`src/rtl/key_gen_pkg.sv`:
```
// Shared definitions for the key press generator: FSM state encoding,
// default phase lengths and the phase counter width.
package key_gen_pkg;

  localparam int unsigned CNT_W             = 8;
  localparam int unsigned DEF_HOLD_CYCLES   = 8;
  localparam int unsigned DEF_GAP_CYCLES    = 4;
  localparam int unsigned DEF_BOUNCE_CYCLES = 3;

  typedef enum logic [2:0] {
    IDLE,
    B_PRESS,
    HOLD,
    B_RELEASE,
    GAP
  } key_state_e;

endpackage

```
`src/rtl/phase_timer.sv`:
```
// Loadable phase down-counter: load takes priority, otherwise count down
// and stick at zero.
module phase_timer
  import key_gen_pkg::*;
(
  input  logic             clk,
  input  logic             rst,
  input  logic             load,
  input  logic [CNT_W-1:0] load_val,
  output logic             zero
);

  logic [CNT_W-1:0] cnt_q;
  logic [CNT_W-1:0] cnt_d;

  always_comb begin
    cnt_d = cnt_q;
    if (load) begin
      cnt_d = load_val;
    end else if (cnt_q != '0) begin
      cnt_d = cnt_q - CNT_W'(1);
    end
  end

  always_ff @(posedge clk or posedge rst) begin
    if (rst) begin
      cnt_q <= '0;
    end else begin
      cnt_q <= cnt_d;
    end
  end

  assign zero = (cnt_q == '0);

endmodule

```
`src/rtl/key_press_gen.sv`:
```
// Emulated push-button: one key press per request, with a one-deep pending
// queue. Define KEY_PRESS_GEN_BOUNCE_EN to add contact chatter on each edge.
module key_press_gen
  import key_gen_pkg::*;
#(
  parameter int unsigned HOLD_CYCLES   = DEF_HOLD_CYCLES,
  parameter int unsigned GAP_CYCLES    = DEF_GAP_CYCLES,
  parameter int unsigned BOUNCE_CYCLES = DEF_BOUNCE_CYCLES
) (
  input  logic debounce_clk,
  input  logic rst,
  input  logic req,
  output logic key,
  output logic busy,
  output logic done,
  output logic overflow
);

  if (HOLD_CYCLES < 1 || HOLD_CYCLES > 255 ||
      GAP_CYCLES < 1 || GAP_CYCLES > 255 ||
      BOUNCE_CYCLES < 1 || BOUNCE_CYCLES > 15) begin : g_bad_param
    $error("key_press_gen: parameter out of range");
  end

  localparam logic [CNT_W-1:0] HOLD_LD = CNT_W'(HOLD_CYCLES - 1);
  localparam logic [CNT_W-1:0] GAP_LD  = CNT_W'(GAP_CYCLES - 1);
`ifdef KEY_PRESS_GEN_BOUNCE_EN
  localparam logic [CNT_W-1:0] BOUNCE_LD = CNT_W'(BOUNCE_CYCLES - 1);
`endif

  key_state_e       state_q, state_d;
  logic             key_q, key_d;
  logic             pending_q, pending_d;
  logic             overflow_q, overflow_d;
  logic             load;
  logic [CNT_W-1:0] load_val;
  logic             zero;

  phase_timer u_timer (
    .clk      (debounce_clk),
    .rst      (rst),
    .load     (load),
    .load_val (load_val),
    .zero     (zero)
  );

  assign busy     = (state_q != IDLE);
  assign done     = (state_q == GAP) && zero;
  assign key      = key_q;
  assign overflow = overflow_q;

  // key_d is the level for the next cycle, so chatter is produced by
  // toggling the registered level while the bounce phase is still running.
  always_comb begin
    state_d    = state_q;
    key_d      = 1'b0;
    pending_d  = pending_q;
    overflow_d = 1'b0;
    load       = 1'b0;
    load_val   = '0;

    if (req && busy) begin
      if (!pending_q) begin
        pending_d = 1'b1;
      end else begin
        overflow_d = 1'b1;
      end
    end

    unique case (state_q)
      IDLE: begin
        if (req) begin
          load  = 1'b1;
          key_d = 1'b1;
`ifdef KEY_PRESS_GEN_BOUNCE_EN
          state_d  = B_PRESS;
          load_val = BOUNCE_LD;
`else
          state_d  = HOLD;
          load_val = HOLD_LD;
`endif
        end
      end
`ifdef KEY_PRESS_GEN_BOUNCE_EN
      B_PRESS: begin
        if (zero) begin
          state_d  = HOLD;
          load     = 1'b1;
          load_val = HOLD_LD;
          key_d    = 1'b1;
        end else begin
          key_d = ~key_q;
        end
      end
      B_RELEASE: begin
        if (zero) begin
          state_d  = GAP;
          load     = 1'b1;
          load_val = GAP_LD;
        end else begin
          key_d = ~key_q;
        end
      end
`endif
      HOLD: begin
        if (zero) begin
          load = 1'b1;
`ifdef KEY_PRESS_GEN_BOUNCE_EN
          state_d  = B_RELEASE;
          load_val = BOUNCE_LD;
`else
          state_d  = GAP;
          load_val = GAP_LD;
`endif
        end else begin
          key_d = 1'b1;
        end
      end
      GAP: begin
        if (zero) begin
          // A req in this very cycle counts as pending and is served at once.
          if (pending_q || req) begin
            pending_d = 1'b0;
            load      = 1'b1;
            key_d     = 1'b1;
`ifdef KEY_PRESS_GEN_BOUNCE_EN
            state_d  = B_PRESS;
            load_val = BOUNCE_LD;
`else
            state_d  = HOLD;
            load_val = HOLD_LD;
`endif
          end else begin
            state_d = IDLE;
          end
        end
      end
      default: state_d = IDLE;
    endcase
  end

  always_ff @(posedge debounce_clk or posedge rst) begin
    if (rst) begin
      state_q    <= IDLE;
      key_q      <= 1'b0;
      pending_q  <= 1'b0;
      overflow_q <= 1'b0;
    end else begin
      state_q    <= state_d;
      key_q      <= key_d;
      pending_q  <= pending_d;
      overflow_q <= overflow_d;
    end
  end

endmodule
```
`config.mk`:
```
export PLATFORM = sky130hd
export DESIGN_NAME = key_press_gen
export DESIGN_NICKNAME = d
export VERILOG_FILES = /design/src/rtl/key_gen_pkg.sv /design/src/rtl/phase_timer.sv /design/src/rtl/key_press_gen.sv
export SDC_FILE = /design/constraint.sdc
export NUM_CORES = 1
export LEC_CHECK = 0
export ABC_AREA = 1
export CAP_MARGIN = 20
export CORE_MARGIN = 3
export CORE_UTILIZATION = 49
export DETAILED_ROUTE_END_ITERATION = 12
export GPL_TIMING_DRIVEN = 0
export PLACE_DENSITY = 0.84
export SLEW_MARGIN = 20
export SYNTH_ARGS = -nofsm -noshare
export SYNTH_HDL_FRONTEND = slang
export SYNTH_HIERARCHICAL = 1
export SYNTH_SLANG_ARGS = --single-unit
```
`constraint.sdc`:
```
create_clock -name debounce_clk -period 1.72 [get_ports debounce_clk]
set_clock_uncertainty 0.1 [all_clocks]
set_input_delay 0.172 -clock debounce_clk [delete_from_list [all_inputs] [get_ports debounce_clk]]
set_output_delay 0.172 -clock debounce_clk [all_outputs]
set_load 0.05 [all_outputs]
```
==> summary.txt <==
Place
  – Worst slack at placement: -0.5005 ns
  – Post-DP HPWL: around 1.0 mm
  – Routability cong.: 0.8228
  – IO Port Bufs: 6

Drt
  – DR iter-0 viols: 46
  – DRT antenna net count: 0
  – WL/cell: 13.27 um
  – DR DRC count: 0
  – Post-Route WL: 1.937 mm
  – Drt pass-1 iters: 5
  – Vias per std cell: 5.274
  – Vias: between 700 and 800

Global routing
  – Global-route wire length before repair: approximately 2.8 mm
  – Largest net degree at the start of global routing: 11
  – Initial antenna violation count: 0
  – Vias in the first global route: around 660
  – Overflow after GRT: 0
  – Gr usage total: 18.69%

Layout
  – Area Growth Syn to Fin: 44.81%
  – Number of nets in the layout: 136
  – # diodes: 0
  – Multi-input gate area: ~480 um^2
  – Fraction of layout cells with a size suffix above 1: between 30% and 40%
  – Fillers: 73
  – Fin util: about four fifths
  – Register area: 326.6 um^2

Yosys
  – Register area share after synthesis: 42.21%
  – Primary FF master, synth: dfrtp_1
  – Area leader, netlist: dfrtp_1
  – Top post-synthesis cells by count: nand2_1 (30), dfrtp_1 (13), nand3_1 (13), inv_1 (11), nor2_1 (10)
  – Syn Area/Cell: 7.707 um^2
  – Post-synth EDFFs: 0
  – Asr flop ratio synth: 100.0%
  – Synth top area share: 42.21%
  – Post-synth cell types: 19
  – FF+latch count, synth: 13
  – Synthesized area: 770.7 um^2
  – Yosys warns: 6
  – Top cells by area, synth: dfrtp_1 (42%), nand2_1 (15%), nand3_1 (8.4%)
  – Most instantiated library cell after synthesis: nand2_1
  – Cell count after synthesis: 100

CTS
  – Clock transition at path regs: 0.08 ns
  – H-tree levels: 1
  – Inserted Clock Buffers: 3
  – Worst-case clock buffer depth: 2
  – Clk Latency, worst-skew pair: 0.29 ns
  – Clock Sink Count: 13
  – TritonCTS clock tree: done
  – Root buf cell: clkbuf_4
  – Cts hold-fix bufs: 0

STA
  – Final slew viol count: 0
  – RSZ-0062 raised after global routing: yes
  – Max Clock Freq: around 570 MHz
  – Final setup vio count: 6
  – Final Critical Period: approximately 1.7 ns
  – Final period util: 101.6%
  – Final hold violations: 0
  – PnR worst setup slack: -0.02772 ns

Floorplan
  – Core ar.: ~1400 um^2
  – Top Ports: 7
  – Initial Utilization: 55.75%
  – Row count: 13
  – Die Y: 45.66 um
  – Die area: 2085 um^2
  – Die Wd: 45.66 um

Power
  – Peak VDD IR: 0.9255 mV
  – Pwr per Cell Area: between 1500 and 2000 nW/um^2
  – P_leak: 0.5774 nW

Critical path
  – Critical-path top delay cell: dfrtp_1
  – CP max FO: 6
  – WS Path Type: register to register
  – Arrival @ worst endpoint: 1.87 ns
  – Reg2reg setup slack: -0.03 ns
  – R2R cell count: 11
  – Slowest cell delay on critical path: 0.38 ns
  – Worst flop-to-flop path endpoint: u_timer/cnt_q[2]
  – Crit-path cells: inv_2, ha_4, nand2_4, nor2_8, buf_12, nand3_4, nand3_4, buf_4, nor2_4, nand2_1, nand2_1
  – Worst Path Required: 1.84 ns
  – Crit. End Element: register
  – Startpoint types: register
  – Crit path to: u_timer/cnt_q[2]
  – R2r startpoint: u_timer/cnt_q[1]
  – CP Launch Point: u_timer/cnt_q[1]

Outcome
  – Status: finished, violations left
  – Violated checks: setup timing

Min path
  – Type of the tightest min-delay check: input port to asynchronous set/reset pin

Job
  – Max Cap Viol: 0
==> routing by layer <==
metal	up-vias	GRT usage (%)	part of all wire (%)
li1	368	-	-
met2	28	30.08	47
met1	367	24.57	46
met3	7	3.557	4.8
met4	0	7.018	2.2
met5	-	0	0
==> layout by cell type, fill, tap and decap left out <==
master	n
clkdlybuf4s15_1	1
ha_4	1
buf_6	3
o21ai_0	2
inv_2	5
dfrtp_1	12
o21ai_2	4
xor2_1	1
nand2_1	28
nand2_4	2
nor2_4	3
a21oi_2	1
inv_1	8
nor2_8	1
conb_1	5
nor2_1	7
nand3_4	3
buf_4	15
nand3_2	1
clkbuf_4	3
dfrtp_2	1
nand3_1	10
xnor2_1	1
buf_12	1
clkbuf_1	1
clkdlybuf4s50_1	4
nand2_2	5
nor2_2	2
==> report_power, final <==
part | internal (mW) | leakage, nW | switching (mW)
sequential | 0.432 | 0.150 | 0.118
combinational | 0.483 | 0.413 | 0.594
clock | 0.0903 | 0.0150 | 0.106
==> critical path, delay by kind of cell, from the launching register on <==
kind | cells | cell delay [ns]
and+or+nand+nor | 7 | 0.67
DFF | 1 | 0.38
buffers and inverters | 3 | 0.34
adders and majority gates | 1 | 0.17
==> registers in the layout (all words and copies together), names as in the netlist <==
name	count
u_timer/cnt_q	8
state_q	2
key	1
overflow	1
pending_q	1
==> repair_timing <==
item,in CTS,in global routing
cloned,0,0
pin swaps,2,11
setup endpoints to repair,4,9
resized for setup,14,13
setup buffers,6,11
==> cells by family after synthesis <==
kind of cell	after synthesis	synth area share, %
compound gates	7	6.007
flops	13	42.21
other cells	1	0.4865
xor+xnor	2	2.273
buf+inv	14	7.306
simple gates	62	40.10
fa+ha+maj	1	1.623
==> stage by stage <==
stage / cell area [um^2] / total power [mW] / setup TNS (ns) / hold WS (ns) / std cells
3_3_place_gp: 889.6 / 1.276 / -0.6235 / 0.3201 / 125
2_1_floorplan: 810.8 / 1.156 / 0 / -0.1495 / 104
3_5_place_dp: 889.6 / 1.312 / -0.7165 / 0.3186 / 125
6_report: 1116 / 1.823 / -0.08320 / 0.01235 / 146
4_1_cts: 999.7 / 1.579 / -0.03451 / 0.02612 / 135
5_1_grt: 1116 / 1.965 / -0.6220 / 0.02450 / 146
==> worst min path at each step <==
| stage | from | slack [ns] | endpoint |
|---|---|---|---|
| 6_report | rst | 0.01 | key |
| 3_5_place_dp | rst | 0.32 | overflow |
| 4_1_cts | rst | 0.03 | overflow |
| 5_1_grt | rst | 0.02 | overflow |
| 2_1_floorplan | rst | -0.15 | key |
| 3_3_place_gp | rst | 0.32 | key |
==> layout make-up <==
type,count,area share [%]
repair buffers,23,18.39
clock buffers,4,2.354
well taps,15,1.682
plain buffers,1,1.009
flip-flops and latches,13,29.26
multi-input cells,77,42.94
inverters,13,4.372
No activity file was read; power rests on OpenSTA's default activity.
